$ cat config.mk
export PLATFORM = sky130hd
export DESIGN_NAME = uart_prog_loader
export DESIGN_NICKNAME = d
export VERILOG_FILES = /design/src/rtl/uart_prog_loader_pkg.sv /design/src/rtl/uart_prog_loader_if.sv /design/src/rtl/uart_prog_loader_rx.sv /design/src/rtl/uart_prog_loader.sv
export SDC_FILE = /design/constraint.sdc
export NUM_CORES = 1
export LEC_CHECK = 0
export ABC_AREA = 0
export CORE_ASPECT_RATIO = 1.1
export CORE_MARGIN = 8
export CORE_UTILIZATION = 45
export DETAILED_ROUTE_END_ITERATION = 6
export PLACE_DENSITY_LB_ADDON = 0.15
export RECOVER_POWER = 25
export SYNTH_ARGS = -nofsm -noshare
export SYNTH_HDL_FRONTEND = slang
export SYNTH_HIERARCHICAL = 1
export SYNTH_SLANG_ARGS = --single-unit
$ cat constraint.sdc
create_clock -name clk -period 5.45 [get_ports clk]
set_input_delay 1.635 -clock clk [delete_from_list [all_inputs] [get_ports clk]]
set_output_delay 1.635 -clock clk [all_outputs]
set_load 0.02 [all_outputs]
$ cat src/rtl/uart_prog_loader_pkg.sv
// Shared types and default constants for the UART program loader.
// Latency: n/a (types only).
// Backpressure: n/a.
package uart_loader_pkg;

   localparam int CLKS_PER_BIT_DEF = 434;      // 50 MHz / 115200 baud
   localparam int MAX_WORDS_DEF    = 1024;
   localparam int TIMEOUT_CLKS_DEF = 5000000;

   typedef enum logic [1:0] {
      RX_IDLE,
      RX_START,
      RX_DATA,
      RX_STOP
   } rx_state_t;

   typedef enum logic [2:0] {
      L_IDLE,
      L_LEN,
      L_DATA,
      L_WRITE,
      L_DONE
   } ld_state_t;

endpackage

$ cat src/rtl/uart_prog_loader_if.sv
// Byte stream from the serial receiver to the loader FSM.
// Latency: n/a (wires only); byte_valid and frame_err are single-cycle pulses.
// Backpressure: none, the consumer must take every pulse.
// master: receiver drives byte_valid, byte_data[7:0], frame_err; slave: loader observes them.
interface uart_prog_loader_if;
   logic       byte_valid;
   logic [7:0] byte_data;
   logic       frame_err;

   modport master (output byte_valid, byte_data, frame_err);
   modport slave  (input  byte_valid, byte_data, frame_err);
endinterface

$ cat src/rtl/uart_prog_loader_rx.sv
// 8N1 serial receiver with 2-flop input synchronizer and false-start rejection.
// Latency: byte_valid/frame_err pulse 1 cycle after the stop-bit centre sample.
// Backpressure: none; returns to RX_IDLE on the stop sample so frames can be back-to-back.
// Ports: clk, rst_n (async low), rx_i (serial line, idle high), byte_if (master: byte stream out).
module uart_rx
   import uart_loader_pkg::*;
#(
   parameter int CLKS_PER_BIT = CLKS_PER_BIT_DEF
) (
   input  logic                clk,
   input  logic                rst_n,
   input  logic                rx_i,
   uart_prog_loader_if.master  byte_if
);

   localparam int             CW      = $clog2(CLKS_PER_BIT + 1);
   localparam logic [CW-1:0]  HALF_M1 = CW'(CLKS_PER_BIT / 2 - 1);
   localparam logic [CW-1:0]  FULL_M1 = CW'(CLKS_PER_BIT - 1);

   logic [1:0]    sync_q;
   logic          rx_prev_q;
   rx_state_t     state_q;
   logic [CW-1:0] cnt_q;
   logic [2:0]    bit_q;
   logic [7:0]    shift_q;
   logic          byte_valid_q;
   logic          frame_err_q;
   logic          rx_s;

   assign rx_s               = sync_q[1];
   assign byte_if.byte_valid = byte_valid_q;
   assign byte_if.byte_data  = shift_q;
   assign byte_if.frame_err  = frame_err_q;

   always_ff @(posedge clk or negedge rst_n) begin
      if (!rst_n) begin
         sync_q       <= 2'b11;
         rx_prev_q    <= 1'b1;
         state_q      <= RX_IDLE;
         cnt_q        <= '0;
         bit_q        <= '0;
         shift_q      <= '0;
         byte_valid_q <= 1'b0;
         frame_err_q  <= 1'b0;
      end else begin
         sync_q       <= {sync_q[0], rx_i};
         rx_prev_q    <= rx_s;
         byte_valid_q <= 1'b0;
         frame_err_q  <= 1'b0;
         case (state_q)
            RX_IDLE: begin
               // Start only on a genuine high-to-low edge, not a line held low.
               if (rx_prev_q && !rx_s) begin
                  state_q <= RX_START;
                  cnt_q   <= '0;
               end
            end
            RX_START: begin
               if (cnt_q == HALF_M1) begin
                  cnt_q <= '0;
                  bit_q <= '0;
                  // Line back high at mid-start-bit means a glitch.
                  state_q <= rx_s ? RX_IDLE : RX_DATA;
               end else begin
                  cnt_q <= cnt_q + 1'b1;
               end
            end
            RX_DATA: begin
               if (cnt_q == FULL_M1) begin
                  cnt_q   <= '0;
                  shift_q <= {rx_s, shift_q[7:1]};
                  bit_q   <= bit_q + 1'b1;
                  if (bit_q == 3'd7) state_q <= RX_STOP;
               end else begin
                  cnt_q <= cnt_q + 1'b1;
               end
            end
            RX_STOP: begin
               if (cnt_q == FULL_M1) begin
                  cnt_q        <= '0;
                  byte_valid_q <= rx_s;
                  frame_err_q  <= !rx_s;
                  state_q      <= RX_IDLE;
               end else begin
                  cnt_q <= cnt_q + 1'b1;
               end
            end
            default: state_q <= RX_IDLE;
         endcase
      end
   end

endmodule

$ cat src/rtl/uart_prog_loader.sv
// UART boot loader: receives a LE word count then LE words, writes them to IRAM from address 0.
// Latency: prog_we asserts 2 cycles after the stop sample of each word's 4th byte.
// Backpressure: none; IRAM must accept one write per prog_we cycle.
// Ports: clk, Rst (async low), uart_rx (serial in); prog_ena/prog_we/prog_addr/prog_din to IRAM;
//        load_done (1-cycle pulse on success), load_err (sticky until next load starts).
module uart_prog_loader
   import uart_loader_pkg::*;
#(
   parameter int CLKS_PER_BIT = CLKS_PER_BIT_DEF,
   parameter int MAX_WORDS    = MAX_WORDS_DEF,
   parameter int TIMEOUT_CLKS = TIMEOUT_CLKS_DEF
) (
   input  logic        clk,
   input  logic        Rst,
   input  logic        uart_rx,
   output logic        prog_ena,
   output logic        prog_we,
   output logic [31:0] prog_addr,
   output logic [31:0] prog_din,
   output logic        load_done,
   output logic        load_err
);

   localparam logic [31:0] MAX_W  = 32'(MAX_WORDS);
   localparam logic [31:0] TO_LIM = 32'(TIMEOUT_CLKS - 1);

   // Assert asynchronously, release synchronously so no flop sees a
   // reset edge close to a clock edge.
   logic [1:0] rst_sync_q;
   logic       rst_n;

   always_ff @(posedge clk or negedge Rst) begin
      if (!Rst) rst_sync_q <= 2'b00;
      else      rst_sync_q <= {rst_sync_q[0], 1'b1};
   end
   assign rst_n = rst_sync_q[1];

   uart_prog_loader_if rx_bus ();

   uart_rx #(.CLKS_PER_BIT(CLKS_PER_BIT)) u_rx (
      .clk     (clk),
      .rst_n   (rst_n),
      .rx_i    (uart_rx),
      .byte_if (rx_bus.master)
   );

   ld_state_t   state_q;
   logic [1:0]  byte_cnt_q;
   logic [31:0] len_q;
   logic [31:0] len_d;
   logic [31:0] word_cnt_q;
   logic [31:0] to_cnt_q;
   logic [31:0] prog_addr_q;
   logic [31:0] prog_din_q;
   logic        prog_ena_q;
   logic        prog_we_q;
   logic        load_done_q;
   logic        load_err_q;

   // Length arrives LSB first; shifting each byte in from the top leaves
   // byte 0 in [7:0] after the fourth byte.
   always_comb begin
      len_d = {rx_bus.byte_data, len_q[31:8]};
   end

   always_ff @(posedge clk or negedge rst_n) begin
      if (!rst_n) begin
         state_q     <= L_IDLE;
         byte_cnt_q  <= '0;
         len_q       <= '0;
         word_cnt_q  <= '0;
         to_cnt_q    <= '0;
         prog_addr_q <= '0;
         prog_din_q  <= '0;
         prog_ena_q  <= 1'b0;
         prog_we_q   <= 1'b0;
         load_done_q <= 1'b0;
         load_err_q  <= 1'b0;
      end else begin
         prog_we_q   <= 1'b0;
         load_done_q <= 1'b0;

         if (rx_bus.byte_valid || state_q == L_IDLE || state_q == L_DONE)
            to_cnt_q <= '0;
         else
            to_cnt_q <= to_cnt_q + 32'd1;

         case (state_q)
            L_IDLE: begin
               if (rx_bus.byte_valid) begin
                  state_q     <= L_LEN;
                  prog_ena_q  <= 1'b1;
                  load_err_q  <= 1'b0;
                  len_q       <= {rx_bus.byte_data, 24'h0};
                  byte_cnt_q  <= 2'd1;
                  word_cnt_q  <= '0;
                  prog_addr_q <= '0;
               end
            end
            L_LEN, L_DATA: begin
               if (rx_bus.byte_valid) begin
                  byte_cnt_q <= byte_cnt_q + 2'd1;
                  if (state_q == L_LEN) begin
                     len_q <= len_d;
                     if (byte_cnt_q == 2'd3) begin
                        if (len_d == 32'd0) begin
                           state_q     <= L_DONE;
                           load_done_q <= 1'b1;
                           prog_ena_q  <= 1'b0;
                        end else if (len_d > MAX_W) begin
                           state_q    <= L_IDLE;
                           load_err_q <= 1'b1;
                           prog_ena_q <= 1'b0;
                        end else begin
                           state_q <= L_DATA;
                        end
                     end
                  end else begin
                     prog_din_q <= {rx_bus.byte_data, prog_din_q[31:8]};
                     if (byte_cnt_q == 2'd3) begin
                        state_q   <= L_WRITE;
                        prog_we_q <= 1'b1;
                     end
                  end
               end else if (rx_bus.frame_err || to_cnt_q >= TO_LIM) begin
                  // Abandon the load; any partial word is simply dropped.
                  state_q    <= L_IDLE;
                  load_err_q <= 1'b1;
                  prog_ena_q <= 1'b0;
                  byte_cnt_q <= '0;
               end
            end
            L_WRITE: begin
               prog_addr_q <= prog_addr_q + 32'd4;
               word_cnt_q  <= word_cnt_q + 32'd1;
               if (word_cnt_q + 32'd1 == len_q) begin
                  state_q     <= L_DONE;
                  load_done_q <= 1'b1;
                  prog_ena_q  <= 1'b0;
               end else begin
                  state_q <= L_DATA;
               end
            end
            L_DONE: begin
               state_q     <= L_IDLE;
               prog_addr_q <= '0;
               word_cnt_q  <= '0;
               byte_cnt_q  <= '0;
            end
            default: state_q <= L_IDLE;
         endcase
      end
   end

   assign prog_ena  = prog_ena_q;
   assign prog_we   = prog_we_q;
   assign prog_addr = prog_addr_q;
   assign prog_din  = prog_din_q;
   assign load_done = load_done_q;
   assign load_err  = load_err_q;

endmodule

==> metrics.csv, run 1 <==
metric,value,unit
wl,23860,um
layout_setup_ws,2.274,ns
fp.dieW,159.6,um
fin_cells,1379,
hold_class,flop to flop,
avgSynthCellArea,9.873,um^2
clock_path_buffers,2,
cts_tree,built,
grtUsageTotal,17.41,%
dp_hpwl,16170,um
max_slew_margin,-72.00,%
place_congestion,0.9010,
final_util,51.52,%
cts_hold_buf,0,
period_share,58.27,%
area_growth,13.90,%
synthArstFlopShare,100.0,%
initial_utilization,45.23,%
ir_worst_vdd,168.4,uV
vias_per_cell,5.640,
finalSetupViolations,0,
h-tree-depth,4,
worstMarginPinSlew,2.580,ns
cp_max_fo,5,
cp_slowest_cell,clkdlybuf4s50_1,
coreArea,22570,um^2
ys_ff_latch,196,
end_kind,output port,
finalHoldViolations,0,
grt_pass1_wl,39960,um
wl_met2,11230,um
top_layer_used,met4,
nFillCells,2099,
rows,58,
cap_violations,1,
crit_chain,clkdlybuf4s50_1,
netlist_area,10210,um^2
fin_worst_skew,0.01324,ns
violations,"max-capacitance violations, max-slew violations",
ys_seq_area_share,48.08,%
insertion_delay,0.44,ns
power_frac_comb,4.1,%
synth_top_area_cell,dfrtp_1,
drive_gt1_share,10.29,%
drc,0,
worstPathRequired,3.82,ns
start_kind,flop,
leakage,4.986,nW
maxSlewViolCount,195,
critPathMaxStageDelay,0.66,ns
r2r-end,prog_ena,
drt_pass1_iterations,5,
path_delay_family,buffers and inverters,
drt-initial-drc-count,500,
rsz0062_at_grt,false,
synthCells,1034,
status,finished with violations,
max_freq,314.9,MHz
p_int,0.002187,W
power_frac_seq,52.5,%
route.met3.wl,1107,um
hold_path_end,rst_sync_q[1],
ys_dominant_reg_cell,dfrtp_1,
dp.cells,1347,
grt-ovfl-total,0,
fp.dieArea,27770,um^2
place_ws,2.356,ns
grt_pass1_vias,7588,
ys_top_cells_by_area,"dfrtp_1, mux2_2, xor2_1",
post_drt_wl_per_cell,17.30,um
clkSinkCount,196,
synth.distinct_cells,69,
antenna_cells,0,
cts_buffers,17,
wl_met1,10980,um
hold_depth,0,
portBuffers,68,
hold_path_startpoint,rst_sync_q[0],
fin_tns_setup,0,ns
r2r-start,word_cnt_q[4],
grt_antenna_before_repair,0,
synth_edf_count,0,
reg2regPathDepth,8,
clk_pin_slew,0.08,ns
path_class,flop to output port,
finalPower,0.002905,W
clkPwrFrac,43.4,%
postCtsResizedCells,0,
final_common_cell,dfrtp_1,
p_sw_share,24.71,%
fin_crit,3.176,ns
power_density,249.8,nW/um^2
io_pins,71,
synth_top_area_share,47.31,%
reg2reg_slack,2.32,ns
die_h,174.0,um
critical_path_arrival,1.54,ns
synth_warnings,6,
final_cell_mix,"dfrtp_1, nand2_1, nor2_1, o21ai_0, clkdlybuf4s50_1",
root_buffer,clkbuf_16,
switchingPower,0.0007178,W
vias,7778,
postCtsSetupBuffers,0,
grt_max_degree,195,
fin_nets,1078,
path_buf_inv,1,
postRouteAntennaNets,0,
## area by class of cell
type | count | area (um^2) | area share (%)
clock buffers | 20 | 446.7 | 3.842
multi-input cells | 764 | 4979 | 42.82
flip-flops and latches | 196 | 4912 | 42.25
inverters | 12 | 45.04 | 0.3874
repair buffers | 75 | 733.2 | 6.306
well taps | 300 | 375.4 | 3.228
clock inverters | 12 | 136.4 | 1.173
## cells in the mapped netlist, types with 3 or more instances
| cell type | n |
|---|---|
| dfrtp_1 | 193 |
| nand2_1 | 101 |
| nor2_1 | 96 |
| o21ai_0 | 76 |
| xor2_1 | 54 |
| clkbuf_1 | 48 |
| mux2_2 | 47 |
| nand3_1 | 42 |
| xnor2_1 | 37 |
| nand4_1 | 33 |
| a21oi_1 | 30 |
| a22o_1 | 27 |
| nor3_1 | 22 |
| nor4_1 | 21 |
| and3_1 | 15 |
| o31ai_1 | 15 |
| or3_1 | 14 |
| and4_1 | 13 |
| inv_1 | 12 |
| ha_1 | 9 |
| and2_1 | 8 |
| o211ai_1 | 8 |
| o22ai_1 | 8 |
| mux2i_1 | 7 |
| a31oi_1 | 6 |
| buf_2 | 6 |
| nand2b_1 | 6 |
| a211o_1 | 4 |
| buf_4 | 4 |
| nand3b_1 | 4 |
| nor2b_1 | 4 |
| or2_2 | 4 |
| a211oi_1 | 3 |
| buf_6 | 3 |
| dfstp_2 | 3 |
| o21ai_1 | 3 |
| o22a_1 | 3 |
## cells by family after synthesis
kind of cell             after synthesis  share of synthesized area (%)
AO/OA/AOI/OAI                        203                          13.04
adder cells (fa/ha/maj)                9                          1.103
XOR/XNOR                              91                          7.807
flip-flops                           196                          48.08
buffers and inverters                 75                          3.309
multiplexers                          56                          6.165
AND/OR/NAND/NOR                      402                          20.42
other                                  2                        0.07357
## flip-flops by register name, summed over array words and instances, names as in the netlist, 2 cells and up
| signal | cells |
|---|---|
| prog_din | 32 |
| u_rx/state_q | 2 |
| u_rx/cnt_q | 9 |
| state_q | 3 |
| u_rx/bit_q | 3 |
| u_rx/byte_if.byte_data | 8 |
| to_cnt_q | 32 |
| word_cnt_q | 32 |
| byte_cnt_q | 2 |
| u_rx/sync_q | 2 |
| len_q | 32 |
| prog_addr | 30 |
| rst_sync_q | 2 |
## power by group through the flow
stage | registers [W] | clock network (W) | logic (W)
after floorplan | 0.00156 | 0 | 0.0000923
after global placement | 0.00155 | 0 | 0.000120
after detailed placement | 0.00155 | 0 | 0.000124
after CTS | 0.00152 | 0.00130 | 0.000125
after global routing | 0.00153 | 0.00136 | 0.000141
final | 0.00152 | 0.00126 | 0.000120
## worst max-delay path by stage
stage | from | to | slack, ns | depth (start not counted)
6_report | prog_addr[13] | prog_addr[13] | 2.27 | 1
2_1_floorplan | rst_sync_q[1] | byte_cnt_q[0] | 2.22 | 0
3_3_place_gp | word_cnt_q[0] | prog_ena | 2.41 | 9
4_1_cts | prog_addr[12] | prog_addr[12] | 2.25 | 1
5_1_grt | word_cnt_q[4] | prog_ena | 2.02 | 8
3_5_place_dp | word_cnt_q[0] | prog_ena | 2.36 | 9
## stage by stage
step | cell area (um^2) | hold slack (ns)
floorplan | 10210 | 0.3311
global placement | 11060 | 0.3354
detailed placement | 11060 | 0.3397
CTS | 11640 | 0.3625
global route | 11630 | 0.3703
finish | 11630 | 0.3603
## per-layer routing
metal / GRT usage [%] / up-vias
met5: 0 / -
met4: 6.176 / 0
met3: 4.519 / 34
met2: 27.68 / 154
met1: 22.63 / 3810
li1: - / 3780
Power figures use the tool's default switching activity.
==> run 2, diff against run 1 <==
==> constraint.sdc (replaced) <==
create_clock -name clk -period 3.19 [get_ports clk]
set_input_delay 0.957 -clock clk [delete_from_list [all_inputs] [get_ports clk]]
set_output_delay 0.957 -clock clk [all_outputs]
set_load 0.02 [all_outputs]
==> run 2 against run 1 <==
Against the previous run:
- the flow still finishes with violations (max-capacitance violations, max-slew violations)
- die area unchanged
- setup slack lost 2.1 ns
- cell count grew 1.2%
- global-route usage rose by 0.94 points
- total power grew 71%
- critical endpoint is now prog_ena
- highest routed layer unchanged
==> metrics.csv, run 2 (synthesis results as in run 1) <==
metric,value,unit,change
status,finished with violations,,unchanged
violations,"max-capacitance violations, max-slew violations",,unchanged
cts_buffers,17,,unchanged
place_area,11180,um^2,"was 11,060 um^2"
power_density,423.5,nW/um^2,was 249.8 nW/um^2
postRouteAntennaNets,0,,unchanged
period_share,93.38,%,
insertion_delay,0.44,ns,about the same
max_slew_margin,-2.226,%,was -72.00%
clock_path_buffers,2,,unchanged
final_common_cell,dfrtp_1,,unchanged
finalSetupViolations,0,,unchanged
grt_max_degree,68,,was 195
final_cell_mix,"dfrtp_1, nand2_1, nor2_1, o21ai_0, clkdlybuf4s50_1",,unchanged
drt_pass1_iterations,5,,unchanged
portBuffers,68,,unchanged
maxSlewViolCount,39,,was 195
hold_class,flop to flop,,unchanged
max_freq,335.7,MHz,
drive_gt1_share,11.68,%,was 10.29%
clk_pin_slew,0.08,ns,about the same
rsz0062_at_grt,false,,unchanged
fin_hold_ws,0.3544,ns,was 0.3603 ns
fin_nets,1095,,"was 1,078"
worstPathRequired,3.51,ns,was 3.82 ns
cts_tree,built,,unchanged
wl,24570,um,"was 23,860 um"
fp.dieW,159.6,um,unchanged
final_area,11750,um^2,"was 11,630 um^2"
finalHoldViolations,0,,unchanged
leakage,5.075,nW,was 4.986 nW
io_pins,71,,unchanged
die_h,174.0,um,unchanged
dp_hpwl,16750,um,"was 16,170 um"
place_congestion,0.8690,,was 0.9010
cap_violations,1,,unchanged
grt-ovfl-total,0,,unchanged
grt_pass1_wl,41920,um,"was 39,960 um"
grt_antenna_before_repair,0,,unchanged
cp_max_fo,7,,was 5
postCtsSetupBuffers,0,,unchanged
fin_tns_setup,0,ns,unchanged
postCtsResizedCells,0,,unchanged
cts_hold_buf,0,,unchanged
area_growth,15.14,%,was 13.90%
place_ws,0.2363,ns,was 2.356 ns
end_kind,flop,,was output port
initial_utilization,45.23,%,unchanged
path_class,flop to flop,,was flop to output port
fp.dieArea,27770,um^2,unchanged
antenna_cells,0,,unchanged
worstMarginPinSlew,1.533,ns,was 2.580 ns
vias,7879,,"was 7,778"
coreArea,22570,um^2,unchanged
critical_path_arrival,3.29,ns,was 1.54 ns
root_buffer,clkbuf_16,,unchanged
grt_pass1_vias,7661,,"was 7,588"
layout_setup_ws,0.2111,ns,was 2.274 ns
rows,58,,unchanged
post_drt_wl_per_cell,17.60,um,was 17.30 um
grtUsageTotal,18.36,%,was 17.41%
drt-initial-drc-count,470,,was 500
fin_worst_skew,0.01602,ns,was 0.01324 ns
fin_crit,2.979,ns,
clkSinkCount,196,,unchanged
start_kind,flop,,unchanged
vias_per_cell,5.644,,was 5.640
ir_worst_vdd,310.0,uV,was 168.4 uV
h-tree-depth,4,,unchanged
drc,0,,unchanged
run 2: path summary, 6_finish.rpt:
check / startpoint / to / slack, ns / cells after the start
worst max-delay path: word_cnt_q[0] / prog_ena / 0.21 / 9
worst min-delay path: rst_sync_q[0] / rst_sync_q[1] / 0.35 / 0
worst max register to register: word_cnt_q[0] / prog_ena / 0.21 / 9
worst min register to register: rst_sync_q[0] / rst_sync_q[1] / 0.35 / 0
max in group asynchronous: rst_sync_q[1] / word_cnt_q[5] / 0.78 / 1
min in group asynchronous: rst_sync_q[1] / to_cnt_q[5] / 0.65 / 0
run 2: layout make-up:
type                            instances  area (um^2)
Sequential cell                       196         4908
Multi-Input combinational cell        764         4979
Fill cell                            2057        10820
Tap cell                              300        375.4
Clock inverter                         13        145.1
Timing Repair Buffer                   92        858.3
Clock buffer                           19        442.9
Inverter                               12        45.04
run 2: critical path: stages, from the launching register on:
cell and delay (ns):
dfrtp_1 0.45, ha_1 0.22, nand4_2 0.20, or4_1 0.67, or3_1 0.40, a211oi_1 0.22, and4bb_1 0.25, nand4_2 0.14
o21ai_1 0.24, o21ai_1 0.08
run 2: power breakdown:
group | total, W | internal (W) | switching, W
combinational | 0.000199 | 0.0000782 | 0.000120
sequential | 0.00261 | 0.00253 | 0.0000844
clock | 0.00217 | 0.00113 | 0.00104
total | 0.00498 | 0.00374 | 0.00124
run 2: through the flow:
step | utilization (%) | power, W | std cells
after global routing | 52.08 | 0.005178 | 1396
after CTS | 52.16 | 0.005052 | 1396
final | 52.08 | 0.004978 | 1396
after floorplan | - | 0.002816 | 1035
after global placement | 49.56 | 0.002861 | 1364
after detailed placement | 49.56 | 0.002866 | 1364
run 2: per-layer routing:
metal | vias to the layer above | share of wire [%] | track usage, %
met5 | - | 0 | 0
met4 | 0 | 1.6 | 5.783
met3 | 26 | 5.1 | 4.495
met2 | 154 | 46 | 28.53
met1 | 3888 | 47 | 24.83
li1 | 3811 | - | -
==> run 3, diff against run 2 <==
--- a/config.mk
+++ b/config.mk
@@ -11,7 +11,6 @@
 export CORE_UTILIZATION = 45
 export DETAILED_ROUTE_END_ITERATION = 6
 export PLACE_DENSITY_LB_ADDON = 0.15
-export RECOVER_POWER = 25
 export SYNTH_ARGS = -nofsm -noshare
 export SYNTH_HDL_FRONTEND = slang
 export SYNTH_HIERARCHICAL = 1
==> run 3 against run 2 <==
Against the previous run:
- the run now ends clean
- clock skew fell by 0.0025 ns
- sequential power barely moved
- wire length rose by 0.28%
- critical path type unchanged
- critical endpoint unchanged
- largest cell class unchanged
- largest power group unchanged
- highest routed layer unchanged
==> metrics.csv, run 3 (synthesis results as in run 1) <==
metric,value,unit,change
rsz0062_at_grt,false,,unchanged
worstPathRequired,3.51,ns,about the same
antenna_cells,0,,unchanged
wl,24640,um,"was 24,570 um"
die_h,174.0,um,unchanged
place_congestion,0.8690,,unchanged
drt-initial-drc-count,443,,was 470
io_pins,71,,unchanged
period_share,93.82,%,was 93.38%
fin_nets,1095,,unchanged
path_class,flop to flop,,unchanged
p_sw_share,24.95,%,was 24.93%
postRouteAntennaNets,0,,unchanged
grt_pass1_vias,7661,,unchanged
power_frac_seq,52.4,%,was 52.5%
place_area,11180,um^2,unchanged
layout_setup_ws,0.1972,ns,was 0.2111 ns
setup.worst_path.start,word_cnt_q[0],,unchanged
nFillCells,2053,,"was 2,057"
fin_crit,2.993,ns,was 2.979 ns
cts_hold_buf,0,,unchanged
cap_violations,0,,was 1
cp_max_fo,7,,unchanged
critical_path_arrival,3.31,ns,was 3.29 ns
power_density,423.4,nW/um^2,was 423.5 nW/um^2
fp.dieW,159.6,um,unchanged
regArea,4912,um^2,was 4908 um^2
root_buffer,clkbuf_16,,unchanged
place_ws,0.2363,ns,unchanged
fin_tns_setup,0,ns,unchanged
area_growth,15.32,%,was 15.14%
vias,7886,,"was 7,879"
max_freq,334.1,MHz,was 335.7 MHz
worstMarginPinSlew,1.071,ns,was 1.533 ns
reg2regPathDepth,9,,unchanged
switchingPower,0.001243,W,was 0.001241 W
grt_max_degree,68,,unchanged
finalHoldViolations,0,,unchanged
drc,0,,unchanged
start_kind,flop,,unchanged
max_slew_margin,28.32,%,was -2.226%
cts_buffers,17,,unchanged
final_util,52.16,%,was 52.08%
insertion_delay,0.44,ns,about the same
initial_utilization,45.23,%,unchanged
final_area,11770,um^2,"was 11,750 um^2"
ir_worst_vdd,309.7,uV,was 310.0 uV
status,finished clean,,was finished with violations
cp-endpoint,prog_ena,,unchanged
r2r-start,word_cnt_q[0],,unchanged
coreArea,22570,um^2,unchanged
vias_per_cell,5.649,,was 5.644
leakage,5.079,nW,was 5.075 nW
r2r-end,prog_ena,,unchanged
postCtsResizedCells,0,,unchanged
fin_hold_ws,0.3205,ns,was 0.3544 ns
p_int,0.003741,W,was 0.003737 W
cts_tree,built,,unchanged
grt_pass1_wl,41920,um,unchanged
post_drt_wl_per_cell,17.65,um,was 17.60 um
finalSetupViolations,0,,unchanged
power_frac_comb,4.0,%,about the same
postCtsSetupBuffers,0,,unchanged
clock_path_buffers,2,,unchanged
dp_hpwl,16750,um,unchanged
fin_worst_skew,0.01347,ns,was 0.01602 ns
drt_pass1_iterations,4,,was 5
hold_class,flop to async pin,,was flop to flop
h-tree-depth,4,,unchanged
rows,58,,unchanged
maxSlewViolCount,0,,was 39
end_kind,flop,,unchanged
grt_antenna_before_repair,0,,unchanged
clkSinkCount,196,,unchanged
grtUsageTotal,18.36,%,unchanged
final_common_cell,dfrtp_1,,unchanged
grt-ovfl-total,0,,unchanged
drive_gt1_share,11.86,%,was 11.68%
clk_pin_slew,0.08,ns,about the same
fp.dieArea,27770,um^2,unchanged
final_cell_mix,"dfrtp_1, nand2_1, nor2_1, o21ai_0, clkdlybuf4s50_1",,unchanged
reg2reg_slack,0.20,ns,was 0.21 ns
clkPwrFrac,43.5,%,about the same
multi_input_area,4979,um^2,unchanged
portBuffers,68,,unchanged
==> run 3: worst max-delay path, cell delays in order, from the launching register on <==
cell and delay (ns):
dfrtp_1 0.46, ha_1 0.22, nand4_2 0.20, or4_1 0.68, or3_1 0.40, a211oi_1 0.22
and4bb_1 0.25, nand4_2 0.14, o21ai_1 0.24, o21ai_1 0.08
==> run 3: layout make-up <==
type	count	share of cell area (%)
clock buffer	19	3.762
timing repair buffer	92	7.418
tap	300	3.188
multi-input combinational	764	42.29
inverter	12	0.3826
clock inverter	13	1.233
sequential	196	41.73
==> run 3: worst min path at each step <==
| stage | cells past startpoint | end | slack [ns] | startpoint |
|---|---|---|---|---|
| 5_1_grt | 0 | rst_sync_q[1] | 0.36 | rst_sync_q[0] |
| 2_1_floorplan | 0 | rst_sync_q[1] | 0.33 | rst_sync_q[0] |
| 3_3_place_gp | 0 | prog_din[1] | 0.33 | rst_sync_q[1] |
| 3_5_place_dp | 0 | prog_din[1] | 0.33 | rst_sync_q[1] |
| 6_report | 0 | to_cnt_q[30] | 0.32 | rst_sync_q[1] |
| 4_1_cts | 0 | to_cnt_q[30] | 0.34 | rst_sync_q[1] |
==> run 3: stage by stage <==
step | instances | total power (W)
2_1_floorplan | 1035 | 0.002816
3_3_place_gp | 1364 | 0.002861
3_5_place_dp | 1364 | 0.002866
4_1_cts | 1396 | 0.005052
5_1_grt | 1396 | 0.005181
6_report | 1396 | 0.004984
==> run 3: power groups by stage <==
| stage | Clock (W) | Combinational [W] | Sequential (W) |
|---|---|---|---|
| 2_1_floorplan | 0 | 0.000158 | 0.00266 |
| 3_3_place_gp | 0 | 0.000200 | 0.00266 |
| 3_5_place_dp | 0 | 0.000204 | 0.00266 |
| 4_1_cts | 0.00223 | 0.000205 | 0.00261 |
| 5_1_grt | 0.00232 | 0.000236 | 0.00263 |
| 6_report | 0.00217 | 0.000201 | 0.00261 |
==> run 3: per-layer routing <==
layer	GRT usage, %	wire length (um)	vias up	share of wire [%]
met5	0	0	-	0
li1	-	-	3808	-
met1	24.83	11590	3909	47
met2	28.53	11480	144	47
met4	5.783	360	0	1.5
met3	4.495	1212	25	4.9
